## src/rtl/score_pkg.sv

```systemverilog
// Shared constants, state encoding and pixel payload for the score renderer.
package score_pkg;

    localparam int unsigned GLYPH_W    = 16;
    localparam int unsigned GLYPH_H    = 32;
    localparam int unsigned X_W        = 8;
    localparam int unsigned Y_W        = 7;
    localparam int unsigned COLOUR_W   = 3;
    localparam int unsigned SCORE_W    = 10;
    localparam int unsigned BCD_DIGITS = 3;
    localparam int unsigned BCD_W      = 4 * BCD_DIGITS;
    localparam int unsigned SCORE_MAX  = 999;

    typedef enum logic [2:0] {
        IDLE,
        CONVERT,
        SWEEP,
        DRAIN,
        DONE
    } state_t;

    typedef struct packed {
        logic [X_W-1:0] x;
        logic [Y_W-1:0] y;
    } pix_t;

    // Clamp a raw score to the largest value three digits can show.
    function automatic logic [SCORE_W-1:0] saturate(input logic [SCORE_W-1:0] s);
        return (s > SCORE_W'(SCORE_MAX)) ? SCORE_W'(SCORE_MAX) : s;
    endfunction

endpackage

```

## src/rtl/bin2bcd_seq.sv

```systemverilog
// Sequential double-dabble: one binary bit shifted in per cycle, valid after SCORE_W shifts.
module bin2bcd_seq
    import score_pkg::*;
(
    input  logic               clock,
    input  logic               reset,
    input  logic               load,
    input  logic [SCORE_W-1:0] bin,
    output logic [BCD_W-1:0]   bcd,
    output logic               valid
);

    logic [SCORE_W-1:0] sh;
    logic [3:0]         cnt;
    logic               run;
    logic [BCD_W-1:0]   adj;

    // Add 3 to every digit of 5 or more before the shift.
    always_comb begin
        adj = bcd;
        for (int n = 0; n < int'(BCD_DIGITS); n++) begin
            if (adj[n*4 +: 4] >= 4'd5) begin
                adj[n*4 +: 4] = adj[n*4 +: 4] + 4'd3;
            end
        end
    end

    always_ff @(posedge clock) begin
        if (reset) begin
            sh    <= '0;
            bcd   <= '0;
            cnt   <= '0;
            run   <= 1'b0;
            valid <= 1'b0;
        end else if (load) begin
            sh    <= bin;
            bcd   <= '0;
            cnt   <= '0;
            run   <= 1'b1;
            valid <= 1'b0;
        end else if (run) begin
            bcd <= {adj[BCD_W-2:0], sh[SCORE_W-1]};
            sh  <= {sh[SCORE_W-2:0], 1'b0};
            cnt <= cnt + 4'd1;
            if (cnt == 4'(SCORE_W - 1)) begin
                run   <= 1'b0;
                valid <= 1'b1;
            end
        end
    end

endmodule

```

## src/rtl/score_drawer.sv

```systemverilog
// Renders a saturated score as DIGITS glyphs, one VGA plot per glyph pixel.
module score_drawer
    import score_pkg::*;
#(
    parameter int unsigned    DIGITS = 3,
    parameter logic [X_W-1:0] X0     = 8'd100,
    parameter logic [Y_W-1:0] Y0     = 7'd4,
    parameter int unsigned    GAP    = 2
) (
    input  logic                clock,
    input  logic                reset,
    input  logic                start,
    input  logic [SCORE_W-1:0]  score,
    output logic                busy,
    output logic                done,
    output logic [3:0]          glyph_id,
    output logic [4:0]          glyph_i,
    output logic [6:0]          glyph_j,
    input  logic [COLOUR_W-1:0] glyph_colour,
    output logic [X_W-1:0]      x,
    output logic [Y_W-1:0]      y,
    output logic [COLOUR_W-1:0] colour,
    output logic                plot
);

    localparam int unsigned DW          = (DIGITS > 1) ? $clog2(DIGITS) : 1;
    localparam int unsigned IW          = $clog2(GLYPH_W);
    localparam int unsigned JW          = $clog2(GLYPH_H);
    localparam int unsigned PITCH       = GLYPH_W + GAP;
    localparam int unsigned CONV_CYCLES = SCORE_W;

    state_t           state, state_nxt;
    logic             load_c;
    logic             busy_d, done_d;
    logic             last_c;
    logic [3:0]       conv_cnt;
    logic [IW-1:0]    i_cnt;
    logic [JW-1:0]    j_cnt;
    logic [DW-1:0]    d_cnt;
    logic [BCD_W-1:0] bcd;
    logic             bcd_valid;
    pix_t             pix_c, p1_pix;
    logic             p1_valid;

    bin2bcd_seq u_bcd (
        .clock (clock),
        .reset (reset),
        .load  (load_c),
        .bin   (saturate(score)),
        .bcd   (bcd),
        .valid (bcd_valid)
    );

    assign last_c = (state == SWEEP)
                 && (i_cnt == IW'(GLYPH_W - 1))
                 && (j_cnt == JW'(GLYPH_H - 1))
                 && (d_cnt == DW'(DIGITS - 1));

    // Next state; a start coinciding with the done pulse is deliberately dropped.
    always_comb begin
        state_nxt = state;
        load_c    = 1'b0;
        busy_d    = 1'b0;
        done_d    = 1'b0;
        case (state)
            IDLE: begin
                if (start && !done) begin
                    load_c    = 1'b1;
                    state_nxt = CONVERT;
                end
            end
            CONVERT: begin
                if (conv_cnt == 4'(CONV_CYCLES - 1)) begin
                    state_nxt = SWEEP;
                end
            end
            SWEEP: begin
                if (last_c) begin
                    state_nxt = DRAIN;
                end
            end
            DRAIN:   state_nxt = DONE;
            DONE:    state_nxt = IDLE;
            default: state_nxt = IDLE;
        endcase
        busy_d = (state_nxt != IDLE);
        done_d = (state == DONE);
    end

    always_ff @(posedge clock) begin
        if (reset) begin
            state <= IDLE;
            busy  <= 1'b0;
            done  <= 1'b0;
        end else begin
            state <= state_nxt;
            busy  <= busy_d;
            done  <= done_d;
        end
    end

    // Conversion timer and pixel walk: column innermost, then row, then digit.
    always_ff @(posedge clock) begin
        if (reset) begin
            conv_cnt <= '0;
            i_cnt    <= '0;
            j_cnt    <= '0;
            d_cnt    <= '0;
        end else begin
            case (state)
                CONVERT: conv_cnt <= conv_cnt + 4'd1;
                SWEEP: begin
                    i_cnt <= i_cnt + IW'(1);
                    if (i_cnt == IW'(GLYPH_W - 1)) begin
                        j_cnt <= j_cnt + JW'(1);
                        if (j_cnt == JW'(GLYPH_H - 1)) begin
                            d_cnt <= last_c ? '0 : d_cnt + DW'(1);
                        end
                    end
                end
                default: begin
                    conv_cnt <= '0;
                    i_cnt    <= '0;
                    j_cnt    <= '0;
                    d_cnt    <= '0;
                end
            endcase
        end
    end

    // Digit d counts from the left, so it reads BCD nibble DIGITS-1-d.
    always_comb begin
        glyph_id = '0;
        for (int n = 0; n < int'(BCD_DIGITS); n++) begin
            if (bcd_valid && (int'(d_cnt) + n == int'(DIGITS) - 1)) begin
                glyph_id = bcd[n*4 +: 4];
            end
        end
    end

    assign glyph_i = 5'(i_cnt);
    assign glyph_j = 7'(j_cnt);

    always_comb begin
        pix_c   = '0;
        pix_c.x = X0 + X_W'(int'(d_cnt) * int'(PITCH)) + X_W'(i_cnt);
        pix_c.y = Y0 + Y_W'(j_cnt);
    end

    // Coordinates wait one stage so they meet the ROM colour for the same pixel.
    always_ff @(posedge clock) begin
        if (reset) begin
            p1_valid <= 1'b0;
            p1_pix   <= '0;
            plot     <= 1'b0;
            x        <= '0;
            y        <= '0;
            colour   <= '0;
        end else begin
            p1_valid <= (state == SWEEP);
            p1_pix   <= pix_c;
            plot     <= p1_valid;
            x        <= p1_pix.x;
            y        <= p1_pix.y;
            colour   <= glyph_colour;
        end
    end

endmodule

```

## config.mk

```make
export PLATFORM = sky130hd
export DESIGN_NAME = score_drawer
export DESIGN_NICKNAME = d
export VERILOG_FILES = /design/src/rtl/score_pkg.sv /design/src/rtl/bin2bcd_seq.sv /design/src/rtl/score_drawer.sv
export SDC_FILE = /design/constraint.sdc
export NUM_CORES = 1
export LEC_CHECK = 0
export CORE_MARGIN = 2
export CORE_UTILIZATION = 60
export CTS_BUF_LIST = sky130_fd_sc_hd__clkbuf_4 sky130_fd_sc_hd__clkbuf_8
export DETAILED_ROUTE_END_ITERATION = 6
export PLACE_DENSITY = 0.93
export SKIP_LAST_GASP = 1
export SLEW_MARGIN = 10
export SYNTH_ARGS = -nofsm -noshare
export SYNTH_HDL_FRONTEND = slang
export SYNTH_SLANG_ARGS = --single-unit
```

## constraint.sdc

```tcl
create_clock -name clock -period 5.7 [get_ports clock]
set_clock_uncertainty 0.2 [all_clocks]
set_input_delay 0.57 -clock clock [delete_from_list [all_inputs] [get_ports clock]]
set_output_delay 0.57 -clock clock [all_outputs]
set_load 0.01 [all_outputs]
```

# Word-level counts from Yosys, hierarchy flattened
# Cells that the tools add are included.
# Widths: inputs -> output; s select.
[op_classes]
mul = 1
reduce_logical = 15
muxes = 26
bitwise = 1
magnitude_cmp = 4
n_eq_ne = 14
addsub = 13
n_shift = 0
div = 0
[op_table]
columns = ["cell", "n"]
rows = [
  ["$mux 10", 3],
  ["$mux 4", 5],
  ["$pmux 4 s2", 2],
  ["$add 4x1->4 const B", 3],
  ["$eq 3x2->1 const B", 4],
  ["$eq 4x4->1 const B", 3],
  ["$ge 4x3->1 const B", 3],
  ["$mux 3", 4],
  ["$pmux 3 s4", 1],
  ["$gt 10x10->1 const B", 1],
  ["$pmux 5 s2", 1],
  ["$add 4x2->4 const B", 2],
  ["$add 7x7->8 const A", 1],
  ["$add 8x4->8", 1],
  ["$logic_and 1x1->1", 7],
  ["$add 3x5->6 const A", 1],
  ["$mul 2x4->6 const B", 1],
  ["$mux 2", 3],
  ["$add 5x1->5 const B", 1],
  ["$eq 5x5->1 const B", 1],
  ["$mux 1", 5],
  ["$mux 5", 1],
  ["$eq 2x2->1 const B", 2],
  ["$ne 2x1->1 const B", 2],
  ["15 further kinds", 16],
]
[word_totals]
mem_bits_rw = 0
word_cells = 93
latch_bits = 0
in_bits = 16
output_inout_bits = 37
n_memories = 0
reg_bits = 83
rom_bits = 0

# Depth between registers and ports, before layout
[logic_depth]
depth_word = 8
ltp_mapped = 9
depth_no_buf = 8

# By module
# From an unflattened synthesis, not the netlist that was laid out.
[unflattened]
cells_unflattened = 398
hier_area_um2 = 3609.7
[modules_own_cells]
columns = ["module", "n_inst", "seq_area_each_um2", "area_each_um2", "cells_each"]
rows = [
  ["score_drawer", 1, 1061.0, 2232.1, 231],
  ["bin2bcd_seq", 1, 560.5, 1377.6, 167],
]

# Worst setup path before layout
# Ideal clock, no wire load.
[synth_path]
path_kind = "register to register"
startpoint = "reg d_cnt[1]"
endpoint = "reg p1_pix[11] in the netlist's numbering"
stages_incl_launch_ff = 9
synth_period_minus_slack_ps = 1944
n_path_buf = 1
setup_slack_ps = 3756
setup_time_ps = 128
t_arrival_ps = 1617
required_ps = 5372
path_cell_list = "dfxtp_1 buf_2 inv_1 ha_1 inv_1 ha_1 fa_1 xnor2_1 nor2_1"
[synth_between]
elab_chain_len = 3
[synth_rtl]
columns = ["element", "line_no", "rtl"]
rows = [
  ["start: declaration", "score_drawer.sv:39", "logic [DW-1:0] d_cnt;"],
  ["start signal: assignment", "score_drawer.sv:117", "d_cnt <= last_c ? '0 : d_cnt + DW'(1);"],
  ["$mul 2x4->6", "score_drawer.sv:146", "pix_c.x = X0 + X_W'(int'(d_cnt) * int'(PITCH)) + X_W'(i_cnt);"],
  ["$add 7x7->8", "score_drawer.sv:146", ""],
  ["$add 8x4->8", "score_drawer.sv:146", ""],
  ["end signal: assignment", "score_drawer.sv:161", "p1_pix <= pix_c;"],
  ["end: declaration", "score_drawer.sv:42", "pix_t pix_c, p1_pix;"],
]
# No other way between the ends.
# A chain may end at the register's enable or synchronous reset.

# Worst setup path after layout
[layout_path]
startpoint = "reg d_cnt[0]"
endpoint = "out glyph_id[1]"
[layout_between]
elab_chain_len = 5
word_cells_on_any_way = 11
classes_between = "add/sub (2); eq/ne (3); mux (3); reduce/logical (3)"
[layout_rtl]
columns = ["element", "line_no", "rtl"]
rows = [
  ["$add 2x1->3 or $eq 2x2->1 (tied branches)", "score_drawer.sv:135", "if (bcd_valid && (int'(d_cnt) + n == int'(DIGITS) - 1)) begin"],
  ["$eq 3x2->1 or $logic_and 1x1->1 (tied branches)", "score_drawer.sv:135", ""],
  ["$logic_and 1x1->1 or $mux 4 (tied branches)", "score_drawer.sv:135", ""],
  ["$mux 4", "score_drawer.sv:135", ""],
  ["$mux 4 (*)", "score_drawer.sv:135", ""],
  ["end: declaration", "score_drawer.sv:16", "output logic [3:0] glyph_id,"],
]
# Every way passes the cells marked *; elsewhere a longest branch is shown, timed or not.

==> qor.txt <==
Initial antenna violation count: 0
Clk_lat worst skew: 0.35 ns
Setup Buffers After CTS: 0
Net switching share of the total power: 25.2%
Cell Int Power: 830 µW
Placed Cells: 476
Most common cell after layout, fill and taps aside: dfxtp_1
First-pass GRT wire length: 11200 µm
Fin. max-slew vios: 0
# setup viols final: 0
Tcrit/Tclk final: 51.4%
RePlAce Congestion: 0.826
Register-to-Register Path Depth: 4
Crit path time final: 2.93 ns
Worst-case hold path end point: plot$_SDFF_PP0_
Synthesis-to-layout area growth: 19.1%
# Max-Cap Violations: 0
RSZ-0062 raised after global routing: no
Clock edge transition at the registers on the reported setup and hold paths: 0.09 ns
CP max-delay cell: dfxtp_1
CTS tree: yes
CP startpoint kind: register
Crit Path Class: reg -> out
Hold_ws: 0.240 ns
Clock power frac: 39.1%
Antenna fix cells: 0
CP Capture Type: output pin
FP Rows: 27
DRT iter0 DRCs: 182
Post-synth ARST share: 0%
Max stage delay on crit path: 0.58 ns
Dominant register cell in the synthesized netlist: dfxtp_1
YS warnings: 0
Final Power: 1.11 mW
Post-Syn Area: 0.00348 mm²
Sequence of cells on the critical path: nor2b_1 > nand2_1 > o21ai_0 > and2_1 > clkdlybuf4s50_1
Fin cells: 492
Maximum VDD drop: 201 µV
Congestion Overflow GR: 0
# nets final: 450
Pre-CTS setup slack: 2.88 ns
Unique cell type count in the Yosys netlist: 48
Hold_buf cts: 0
Post-CTS sizing: 0
Pwr per Cell Area: 268 mW/mm²
Seq pwr share: 53.3%
Post-synth EDFFs: 0
Fillers: 382
Die Area: 0.00642 mm²
Most frequent cells in the layout: 81 x dfxtp_1, 48 x clkdlybuf4s50_1, 37 x nor2_1
Die Y: 80.1 µm
Routed via count: 2707
Via-per-instance ratio: 5.50
Clock root buffer: clkbuf_8
Initial Util: 62.8%
Ports: 53
Status: complete, no violations
Synth Area per Inst: 9.20 µm²
Seq/Total Area, Yosys: 46.6%
Layout cell share with drive strength beyond 1: 5.48%
Slew headroom: 46.7%
Post-route ant nets: 0
Flops & latches, synth: 81
Clock Sink Count: 81
Drt total wl: 6740 µm
Crit Path Max Fanout: 13
Worst EP required: 4.93 ns
Initial DRT Pass Iterations: 4
R2R Path End: u_bcd.bcd[10]$_SDFFE_PP0P_
PortBufs: 48
Die width: 80.1 µm
Final hold violation count: 0
Worst hold start: p1_valid$_SDFF_PP0_
H-tree levels: 3
DP Area: 0.00393 mm²
CTS Buf Count: 9
R2r startpoint: state[1]$_SDFF_PP0_
Longest Clk Path Bufs: 2
Final Util: 74.8%
Psw: 280 µW
Worst-Margin Slew: 0.797 ns
DP HPWL: 4560 µm
FMAX: 0.341 GHz
Global Route Usage Sum: 22.4%
Hold Crit Class: reg -> reg
Worst EP arrival: 2.16 ns
DRC: 0
Largest net degree at the start of global routing: 35
Post-Synthesis Cells: 378
Setup TNS: 0 ns
Core region area: 0.00554 mm²
Hold path depth: 1
Combinational fraction of design power: 7.6%
R2r setup slk: 3.19 ns
WL/cell: 13.7 µm
Vias in the first global route: 2511
Post-route cell area: 0.00414 mm²
Leak pwr: 1.54 nW
Setup ws final: 2.77 ns
==> layer usage <==
| layer | GRT usage [%] | part of all wire [%] | vias to the layer above |
|---|---|---|---|
| li1 | - | - | 1370 |
| met1 | 27.0 | 44 | 1252 |
| met2 | 37.3 | 49 | 71 |
| met3 | 4.27 | 4.1 | 14 |
| met4 | 12.5 | 2.4 | 0 |
| met5 | 0 | 0 | - |
==> how the worst max path moves through the flow <==
| stage | startpoint | to | slack [ns] | cells after the start |
|---|---|---|---|---|
| after floorplan | d_cnt[1]$_SDFFE_PP0P_ | p1_pix[11]$_SDFF_PP0_ | 3.76 | 8 |
| after global placement | start | u_bcd.bcd[6]$_SDFFE_PP0P_ | 2.95 | 4 |
| after detailed placement | start | u_bcd.bcd[6]$_SDFFE_PP0P_ | 2.88 | 4 |
| after CTS | d_cnt[0]$_SDFFE_PP0P_ | glyph_id[1] | 2.75 | 5 |
| after global routing | d_cnt[0]$_SDFFE_PP0P_ | glyph_id[2] | 2.59 | 5 |
| final | d_cnt[0]$_SDFFE_PP0P_ | glyph_id[1] | 2.77 | 5 |
==> registers in the layout (all words and copies together) (netlist names) <==
signal       count
busy             1
colour           3
conv_cnt         4
d_cnt            2
done             1
i_cnt            4
j_cnt            5
p1_pix          14
p1_valid         1
plot             1
state            3
u_bcd.bcd       12
u_bcd.cnt        4
u_bcd.run        1
u_bcd.sh        10
u_bcd.valid      1
x                8
y                6
==> Yosys cell counts, types with 4 or more instances <==
library cell  count  area (µm²)
dfxtp_1          81        1620
nor2_1           37         139
nor2b_1          28         175
nand2_1          25        93.8
a21oi_1          20         100
o21ai_0          20         100
ha_1             18         225
a211oi_1         17         128
inv_1            15        56.3
mux2i_1          15         150
clkbuf_1         14        52.6
buf_4             7        52.6
nand2b_1          7        43.8
a31oi_1           6        37.5
nand3_1           6        30.0
and2_1            5        31.3
buf_2             5        25.0
nor3_1            4        20.0
xor2_1            4        35.0
==> worst max-delay path: cells and delay by family (launching register included) <==
family | cells | cell delay [ns]
simple gates | 3 | 0.62
compound gates | 1 | 0.08
buf+inv | 1 | 0.53
flops | 1 | 0.58
==> area by class of cell <==
class / instances / area [µm²] / area share (%)
multi-input cells: 257 / 1670 / 40.2
flip-flops and latches: 81 / 1620 / 39.1
repair buffers: 50 / 495 / 12.0
clock buffers: 9 / 124 / 2.99
well taps: 72 / 90.1 / 2.17
clock inverters: 7 / 85.1 / 2.05
inverters: 16 / 60.1 / 1.45
==> kinds of logic after synthesis <==
kind of cell / share of synthesized area, %
mux: 4.64
xor+xnor: 1.76
compound gates: 14.7
buf+inv: 5.79
other cells: 0.108
fa+ha+maj: 7.05
flops: 46.6
simple gates: 19.3
==> power groups by stage <==
stage          clock (mW)  combinational (mW)  sequential, mW
2_1_floorplan           0              0.0583           0.603
3_3_place_gp            0              0.0793           0.604
3_5_place_dp            0              0.0823           0.605
4_1_cts             0.436              0.0837           0.592
5_1_grt             0.462              0.0930           0.594
6_report            0.434              0.0838           0.592
(Power assumes the default switching activity.)
